[src/rtl/imm_gen_stage.sv]
// -----------------------------------------------------------------------------
// imm_gen_stage
//   Pipelined immediate generator between decode and execute. An entry of
//   {instruction, immediate format, tag} is accepted on a valid/ready
//   handshake. Its immediate is extended to XLEN bits at the input and stored
//   in a 2-entry FIFO. The FIFO is a head (output) register plus a skid
//   register, so the stage keeps full throughput under backpressure.
//
// Parameters
//   XLEN   width of out_imm (32 or 64)
//   TAG_W  width of the sideband tag carried alongside each entry
//
// Ports
//   clk, rst_n            clock, asynchronous active-low reset
//   flush                 synchronous; discards every buffered entry
//   in_valid / in_ready   input handshake (in_ready depends on occupancy only)
//   in_instr              raw 32-bit instruction word
//   in_imm_src            immediate format select
//   in_tag                sideband tag
//   out_valid / out_ready output handshake
//   out_imm               extended immediate of the head entry
//   out_tag               tag of the head entry
//   out_illegal           head entry used the reserved format 3'b111
//   illegal_cnt           saturating count of accepted illegal entries
// -----------------------------------------------------------------------------
module imm_gen_stage #(
  parameter int XLEN  = 32,
  parameter int TAG_W = 5
) (
  input  logic             clk,
  input  logic             rst_n,
  input  logic             flush,
  input  logic             in_valid,
  output logic             in_ready,
  input  logic [31:0]      in_instr,
  input  logic [2:0]       in_imm_src,
  input  logic [TAG_W-1:0] in_tag,
  output logic             out_valid,
  input  logic             out_ready,
  output logic [XLEN-1:0]  out_imm,
  output logic [TAG_W-1:0] out_tag,
  output logic             out_illegal,
  output logic [15:0]      illegal_cnt
);

  generate
    if (XLEN != 32 && XLEN != 64) begin : g_bad_xlen
      $error("imm_gen_stage: XLEN must be 32 or 64");
    end
  endgenerate

  typedef enum logic [2:0] {
    FMT_I   = 3'b000,
    FMT_S   = 3'b001,
    FMT_U   = 3'b010,
    FMT_Z   = 3'b011,
    FMT_SH  = 3'b100,
    FMT_B   = 3'b101,
    FMT_J   = 3'b110,
    FMT_ILL = 3'b111
  } fmt_e;

  typedef enum logic [1:0] {
    OCC_EMPTY = 2'd0,
    OCC_ONE   = 2'd1,
    OCC_FULL  = 2'd2
  } occ_e;

  typedef struct packed {
    logic [XLEN-1:0]  imm;
    logic [TAG_W-1:0] tag;
    logic             illegal;
  } entry_t;

  // ---------------------------------------------------------------------------
  // Immediate extension (combinational, at the input)
  // ---------------------------------------------------------------------------
  logic        w_sign;
  logic [31:0] w_raw;       // 32-bit immediate, sign-extended unless w_zext
  logic        w_zext;
  logic        w_illegal;
  logic [XLEN-1:0] w_imm;
  entry_t      w_new;
  logic        w_unused_opcode;

  assign w_sign          = in_instr[31];
  assign w_unused_opcode = ^in_instr[6:0];

  // NOTE: every signal gets a default before the case so no path can leave
  // it unassigned; otherwise synthesis infers a latch.
  always_comb begin
    w_raw     = '0;
    w_zext    = 1'b0;
    w_illegal = 1'b0;
    case (fmt_e'(in_imm_src))
      FMT_I:   w_raw = {{20{w_sign}}, in_instr[31:20]};
      FMT_S:   w_raw = {{20{w_sign}}, in_instr[31:25], in_instr[11:7]};
      FMT_B:   w_raw = {{20{w_sign}}, in_instr[7], in_instr[30:25],
                        in_instr[11:8], 1'b0};
      FMT_U:   w_raw = {in_instr[31:12], 12'b0};
      FMT_J:   w_raw = {{12{w_sign}}, in_instr[19:12], in_instr[20],
                        in_instr[30:21], 1'b0};
      FMT_Z: begin
        w_raw  = {27'b0, in_instr[19:15]};
        w_zext = 1'b1;
      end
      FMT_SH: begin
        // RV64 shift amounts are 6 bits, RV32 only 5.
        w_raw  = (XLEN == 64) ? {26'b0, in_instr[25:20]} : {27'b0, in_instr[24:20]};
        w_zext = 1'b1;
      end
      default: w_illegal = 1'b1;
    endcase
  end

  // The size cast of a signed operand replicates bit 31 into the upper half
  // when XLEN=64 (U format included) and is an identity when XLEN=32.
  assign w_imm = w_zext ? XLEN'(w_raw) : XLEN'($signed(w_raw));
  assign w_new = '{imm: w_imm, tag: in_tag, illegal: w_illegal};

  // ---------------------------------------------------------------------------
  // 2-entry FIFO: head register drives out_*, skid register catches the entry
  // that arrives while the head is stalled.
  // ---------------------------------------------------------------------------
  occ_e   r_occ;
  entry_t r_head;
  entry_t r_skid;
  logic [15:0] r_illegal_cnt;
  logic   w_accept;
  logic   w_pop;

  assign in_ready  = (r_occ != OCC_FULL);
  assign out_valid = (r_occ != OCC_EMPTY);
  assign w_accept  = in_valid && in_ready;
  assign w_pop     = out_valid && out_ready;

  // NOTE: state uses non-blocking assignments so every register samples the
  // pre-edge values of the others, independent of statement order.
  // NOTE: the entry registers are reset as well because out_imm/out_tag must
  // read zero after reset, not just out_valid.
  always_ff @(posedge clk or negedge rst_n) begin
    if (!rst_n) begin
      r_occ         <= OCC_EMPTY;
      r_head        <= '0;
      r_skid        <= '0;
      r_illegal_cnt <= '0;
    end else if (flush) begin
      // Handshakes in the flush cycle are void; contents become don't-care.
      r_occ <= OCC_EMPTY;
    end else begin
      if (w_accept && w_illegal && (r_illegal_cnt != 16'hFFFF))
        r_illegal_cnt <= r_illegal_cnt + 16'd1;

      case (r_occ)
        OCC_EMPTY: begin
          if (w_accept) begin
            r_head <= w_new;
            r_occ  <= OCC_ONE;
          end
        end
        OCC_ONE: begin
          if (w_accept && w_pop) begin
            r_head <= w_new;
          end else if (w_accept) begin
            r_skid <= w_new;
            r_occ  <= OCC_FULL;
          end else if (w_pop) begin
            r_occ  <= OCC_EMPTY;
          end
        end
        OCC_FULL: begin
          // in_ready is low here, so only a pop can happen.
          if (w_pop) begin
            r_head <= r_skid;
            r_occ  <= OCC_ONE;
          end
        end
        default: r_occ <= OCC_EMPTY;
      endcase
    end
  end

  assign out_imm     = r_head.imm;
  assign out_tag     = r_head.tag;
  assign out_illegal = r_head.illegal;
  assign illegal_cnt = r_illegal_cnt;

endmodule

[config.mk]
export PLATFORM = sky130hd
export DESIGN_NAME = imm_gen_stage
export DESIGN_NICKNAME = d
export VERILOG_FILES = /design/src/rtl/imm_gen_stage.sv
export SDC_FILE = /design/constraint.sdc
export NUM_CORES = 1
export LEC_CHECK = 0
export CORE_MARGIN = 2
export CORE_UTILIZATION = 45
export DETAILED_ROUTE_END_ITERATION = 6
export PLACE_DENSITY = 0.76
export SETUP_SLACK_MARGIN = 0.2
export SLEW_MARGIN = 10
export SYNTH_ARGS = -nofsm -noshare
export SYNTH_HDL_FRONTEND = slang
export SYNTH_SLANG_ARGS = --single-unit
[constraint.sdc]
create_clock -name clk -period 2 [get_ports clk]
set_input_delay 0.6 -clock clk [delete_from_list [all_inputs] [get_ports clk]]
set_output_delay 0.6 -clock clk [all_outputs]
set_load 0.01 [all_outputs]
### Yosys cells after proc, flatten, opt, wreduce, memory -nomap -nowiden

Cells that the tools add are included.

| storage, ports and cells | value |
|---|---|
| bits in registers | 94 |
| bits of input ports | 45 |
| output and inout bits | 56 |
| word-level logic and storage cells | 55 |

| cells by class | value |
|---|---|
| $add $sub $neg | 1 |
| equality and inequality tests | 17 |
| mux-type cells | 13 |
| bitwise operators | 2 |
| reductions and logical operators | 14 |

Operators with widths:

| operator | number |
|---|---|
| 32-bit case mux with 7 select lines | 1 |
| 38-bit 2-to-1 mux | 3 |
| 38-bit case mux with 3 select lines | 1 |
| 16-bit by 1-bit adder with 16-bit output (second input constant) | 1 |
| 16-bit inequality test (second input constant) | 1 |
| 2-bit 2-to-1 mux | 6 |
| 3-bit == test (second input constant) | 3 |
| 3-bit inequality test (second input constant) | 3 |
| 2-bit inequality test (second input constant) | 4 |
| 4-bit AND reduction | 2 |
| 7-bit OR reduction | 1 |
| 3-bit by 2-bit == test with 1-bit output (second input constant) | 2 |
| 2-bit case mux with 3 select lines | 1 |
| 1-bit logical AND | 5 |
| 5-bit AND reduction | 1 |
| 4-bit inequality test (second input constant) | 1 |
| 3-bit by 1-bit == test with 1-bit output (second input constant) | 1 |
| 3-bit logical NOT | 1 |
| 3-bit nonzero test | 1 |
| 2-bit by 1-bit == test with 1-bit output (second input constant) | 1 |
| 2-bit == test (second input constant) | 1 |
| 2-bit logical NOT | 1 |
| 1-bit NOT | 2 |
| 2-bit AND reduction | 1 |
| 2 further kinds | 2 |

### Longest topological paths before layout

| depth | value |
|---|---|
| depth in word-level cells | 7 |
| depth in mapped cells | 8 |
| mapped depth without buffers | 6 |

### Least setup slack after synthesis

Ideal clock, no wire load.

| timing path | value |
|---|---|
| path type | in2reg |
| from | input in_imm_src[2] |
| to | register r_illegal_cnt[14] (netlist: illegal_cnt[14]) |
| library setup time | 125 ps |
| arrival time | 2052 ps |
| data required time | 1875 ps |
| path slack | -177 ps |
| stages | 5 |
| path through | nand3_1 -> or4b_4 -> or3_4 -> nor3_2 -> mux2_2 |

| on the way | value |
|---|---|
| word-level cells in the longest chain between the ends | 6 |
| elaborated cells on any way between the ends | 12 |
| those cells by class | eq/ne (6); mux (1); reduce/logical (5) |

RTL lines:

| item | line | RTL |
|---|---|---|
| from (decl) | 36 | `input logic [2:0] in_imm_src,` |
| 3-bit == test (tied with other cells) | 95 | `case (fmt_e'(in_imm_src))` |
| 7-bit OR reduction (no source line) (*) | -- |  |
| 1-bit 2-to-1 mux (*) | 95 |  |
| 1-bit logical AND (*) (2 in series) | 151 | `if (w_accept && w_illegal && (r_illegal_cnt != 16'hFFFF))` |
| 2-bit AND reduction (no source line) (*) | -- |  |
| to (signal assigned) | 152 | `r_illegal_cnt <= r_illegal_cnt + 16'd1;` |
| to (decl) | 128 | `logic [15:0] r_illegal_cnt;` |

Mark *: on every way between the ends. The rest lies on a longest branch, timed or not.
A chain may end at the register's enable or synchronous reset.

### Worst setup path after layout

Ends and elaborated chain as after synthesis.

==> flow_metrics.env <==
export IMPL_slew_headroom_pct=65.6
export IMPL_cts_buffers=9
export IMPL_diodes=0
export IMPL_failed_checks="setup timing"
export IMPL_cts_tree="yes"
export IMPL_core_um2=9680
export IMPL_intPower_mw=3.32
export IMPL_die_area_um2=10700
export IMPL_seq_area_frac_synth_pct=52.7
export IMPL_die_width_um=104
export IMPL_skew_ns=0.0127
export IMPL_cts_htree_levels=3
export IMPL_grt_use_met2_pct=35.2
export IMPL_antenna_found_initial=0
export IMPL_wire_per_inst_um=16.4
export IMPL_critPathKind="in -> reg"
export IMPL_numPortBuffers=93
export IMPL_grt_max_degree=37
export IMPL_grt_busiest_layer="met2"
export IMPL_syn_inst=452
export IMPL_cp_arrival_ns=2.25
export IMPL_leakage_nw=3.16
export IMPL_seqCellArea_um2=2350
export IMPL_syn_num_nets=498
export IMPL_die_y_um=104
export IMPL_worstMarginPinSlew_ns=0.515
export IMPL_grt_usage_pct=21.6
export IMPL_hold_class="in -> async"
export IMPL_synthXorXnorAreaFrac_pct=2.55
export IMPL_routed_wl_um=11900
export IMPL_switchingPower_mw=1.43
export IMPL_first_pass_iters=4
export IMPL_crit_required_ns=2.24
export IMPL_finish_utilization_pct=66.2
export IMPL_seq_power_share_pct=50.8
export IMPL_clock_fmax_mhz=498
export IMPL_yosys_area_share_simple_pct=14.9
export IMPL_synth_cell_type_count=38
export IMPL_setup_viol=1
export IMPL_boundaryPins=101
export IMPL_drive_gt1_share_pct=27.5
export IMPL_fin_nets=638
export IMPL_fillCellCount=762
export IMPL_powerDensity_nw_per_um2=741
export IMPL_ys_ff_latch=94
export IMPL_ys_flop_type="dfrtp_1"
export IMPL_initial_core_util_pct=46.1
export IMPL_first_iter_violations=184
export IMPL_ant_nets=0
export IMPL_post_route_period_util_pct=100
export IMPL_yosysTopAreaCell="dfrtp_1"
export IMPL_synth_top_family_by_area="compound AO/OA/AOI/OAI gates"
export IMPL_cts_sinks=94
export IMPL_syn_area_per_cell_um2=9.87
export IMPL_area_delta_synth_final_pct=43.6
export IMPL_cap_viol_max_count=0
export IMPL_overflow=0
export IMPL_finalHoldViolations=0
export IMPL_synth_edf_count=0
export IMPL_path_max_fanout=3
export IMPL_path_clk_slew_ns=0.10
export IMPL_clockRootBuffer="clkbuf_8"
export IMPL_clock_path_buffers=2
export IMPL_gr_usage_met1_pct=29.6
export IMPL_synth_warnings=0
export IMPL_power_frac_clock_pct=23.7
export IMPL_start_kind="input port"
export IMPL_rsz0062_at_grt="yes"
export IMPL_worstSkewPairLatency_ns=0.35
export IMPL_p_comb_share_pct=25.5
export IMPL_grt_pass1_vias=3696
export IMPL_layout_min_cycle_time_ns=2.01
export IMPL_dpl_hpwl_um=8160
export IMPL_use_met3_pct=3.46
export IMPL_num_vias=3817
export IMPL_cp_end_kind="flip-flop"
export IMPL_gp_congestion=0.852
export IMPL_synth_area_leaders="dfrtp_1 53%, mux2_2 7.8%, o21ai_0 7.5%"
export IMPL_synth_fa_ha_area_share_pct=0.280
export IMPL_drcViolationCount=0
export IMPL_synth_area_um2=4460
export IMPL_swShare_pct=30.2
export IMPL_outcome="finished with violations"
export IMPL_synthArstFlopShare_pct=100
export IMPL_via_per_inst=5.23
export IMPL_multi_input_comb_area_um2=2250
export IMPL_synth_compound_area_share_pct=15.1
export IMPL_synth_area_mux_share_pct=11.6
export IMPL_peakVddDrop_mv=0.512
export IMPL_grt_first_pass_wirelength_um=18600
export IMPL_worst_slack_ns=-0.00663
export IMPL_rows=36
export IMPL_ctsHoldBuffers=0
export IMPL_hold_ws_ns=0.200
export IMPL_synth_top_cell_area_share_pct=52.7
export IMPL_finalMaxSlewViolations=0
## per-stage QoR
stage / setup TNS, ns / area (µm²) / total power [mW] / cells / setup slack [ns]
floorplan: -0.266 / 4500 / 2.96 / 452 / -0.136
global placement: -25.98 / 5850 / 3.59 / 688 / -0.718
detailed placement: -30.72 / 5850 / 3.65 / 688 / -0.736
CTS: -0.0621 / 6240 / 4.72 / 726 / -0.0603
global route: -0.0422 / 6410 / 5.00 / 730 / -0.0239
finish: -0.00663 / 6410 / 4.75 / 730 / -0.00663
## flip-flops by register name (all words and copies together) (netlist names)
register	cells
illegal_cnt	16
r_skid	38
out_illegal	1
out_tag	5
out_imm	32
r_occ	2
## routing by layer
| layer | vias up | part of all wire [%] |
|---|---|---|
| met3 | 22 | 4.2 |
| met4 | 0 | 2.6 |
| met5 | - | 0 |
| li1 | 1839 | - |
| met1 | 1850 | 44 |
| met2 | 106 | 49 |
## cell usage after synthesis (4+ instances only)
cell type,instances
nand3_1,7
clkbuf_1,24
a21oi_1,27
a21o_1,5
xor2_1,10
mux2_2,31
buf_1,4
nor2_1,25
o21ai_0,67
a211oi_1,5
nand2_1,79
dfrtp_1,94
a22oi_1,8
nor2b_1,8
inv_1,5
mux2i_1,17
nand2b_1,5
## critical path, cell delays in order
cell     delay [ns]
buf_2          0.13
nand3_4        0.10
or4b_4         0.55
or3_4          0.42
nor3_4         0.15
mux2_4         0.31
## area by class of cell
cell class	instances	area share, %
Clock buffer	11	2.05
Inverter	5	0.332
Sequential cell	94	36.7
Timing Repair Buffer	158	22.6
Tap cell	133	2.60
Clock inverter	5	0.566
Multi-Input combinational cell	324	35.2
## logic make-up (layout without fill, tap and decap cells)
kind of cell | count (synthesis) | after routing
buffers and inverters | 34 | 179
AND/OR/NAND/NOR | 143 | 143
multiplexers | 48 | 48
XOR/XNOR | 13 | 13
AO/OA/AOI/OAI | 119 | 119
adder cells (fa/ha/maj) | 1 | 1
flip-flops | 94 | 94
## power groups by stage
stage,sequential [mW],clock (mW),combinational (mW)
after floorplan,2.51,0,0.453
after global placement,2.43,0,1.15
after detailed placement,2.45,0,1.20
after CTS,2.41,1.14,1.17
after global routing,2.46,1.22,1.33
final,2.41,1.13,1.21
## layout by cell type (no fill, tap or decap), types with 2 or more instances in the layout
| master | instances |
|---|---|
| clkinvlp_4 | 3 |
| buf_6 | 13 |
| clkbuf_1 | 2 |
| clkbuf_8 | 9 |
| dlygate4sd2_1 | 54 |
| dfrtp_1 | 94 |
| nor3_4 | 4 |
| xor2_1 | 10 |
| a211oi_1 | 5 |
| mux2_4 | 3 |
| a21o_1 | 5 |
| inv_1 | 4 |
| xnor2_1 | 2 |
| nor4_4 | 2 |
| nor2_4 | 2 |
| o21ai_1 | 7 |
| nor2b_4 | 2 |
| clkdlybuf4s15_1 | 2 |
| nor4b_4 | 2 |
| o21ai_2 | 7 |
| nor2_1 | 20 |
| nor2_2 | 3 |
| buf_2 | 3 |
| a21oi_1 | 27 |
| nor2b_1 | 5 |
| nand2b_1 | 4 |
| buf_12 | 6 |
| nand3_1 | 6 |
| mux2_2 | 28 |
| buf_4 | 49 |
| nand2_2 | 4 |
| clkdlybuf4s50_1 | 30 |
| a22oi_1 | 8 |
| mux2i_1 | 16 |
| nand2_1 | 73 |
| or3_4 | 3 |
| o21ai_0 | 53 |
| nand2_4 | 2 |
## repair_timing
| action | in CTS | in global routing |
|---|---|---|
| setup buffers | 22 | 4 |
| gates resized for setup | 120 | 41 |
| hold endpoints to repair | 0 | 0 |
| pin swaps | 15 | 13 |
| setup endpoints to repair | 148 | 45 |
## final timing paths
| path | cells past startpoint | start | slack, ns | end |
|---|---|---|---|---|
| setup / recovery | 6 | in_imm_src[2] | -0.007 | illegal_cnt[14] |
| hold / removal | 1 | rst_n | 0.20 | r_occ[1] |
| setup reg to reg | 5 | r_occ[1] | 0 | illegal_cnt[14] |
| hold reg to reg | 2 | out_imm[18] | 0.48 | out_imm[18] |
| max in group asynchronous | 2 | rst_n | 1.19 | r_skid[9] |
| min in group clk | 2 | out_imm[18] | 0.48 | out_imm[18] |
(Power assumes the default switching activity.)
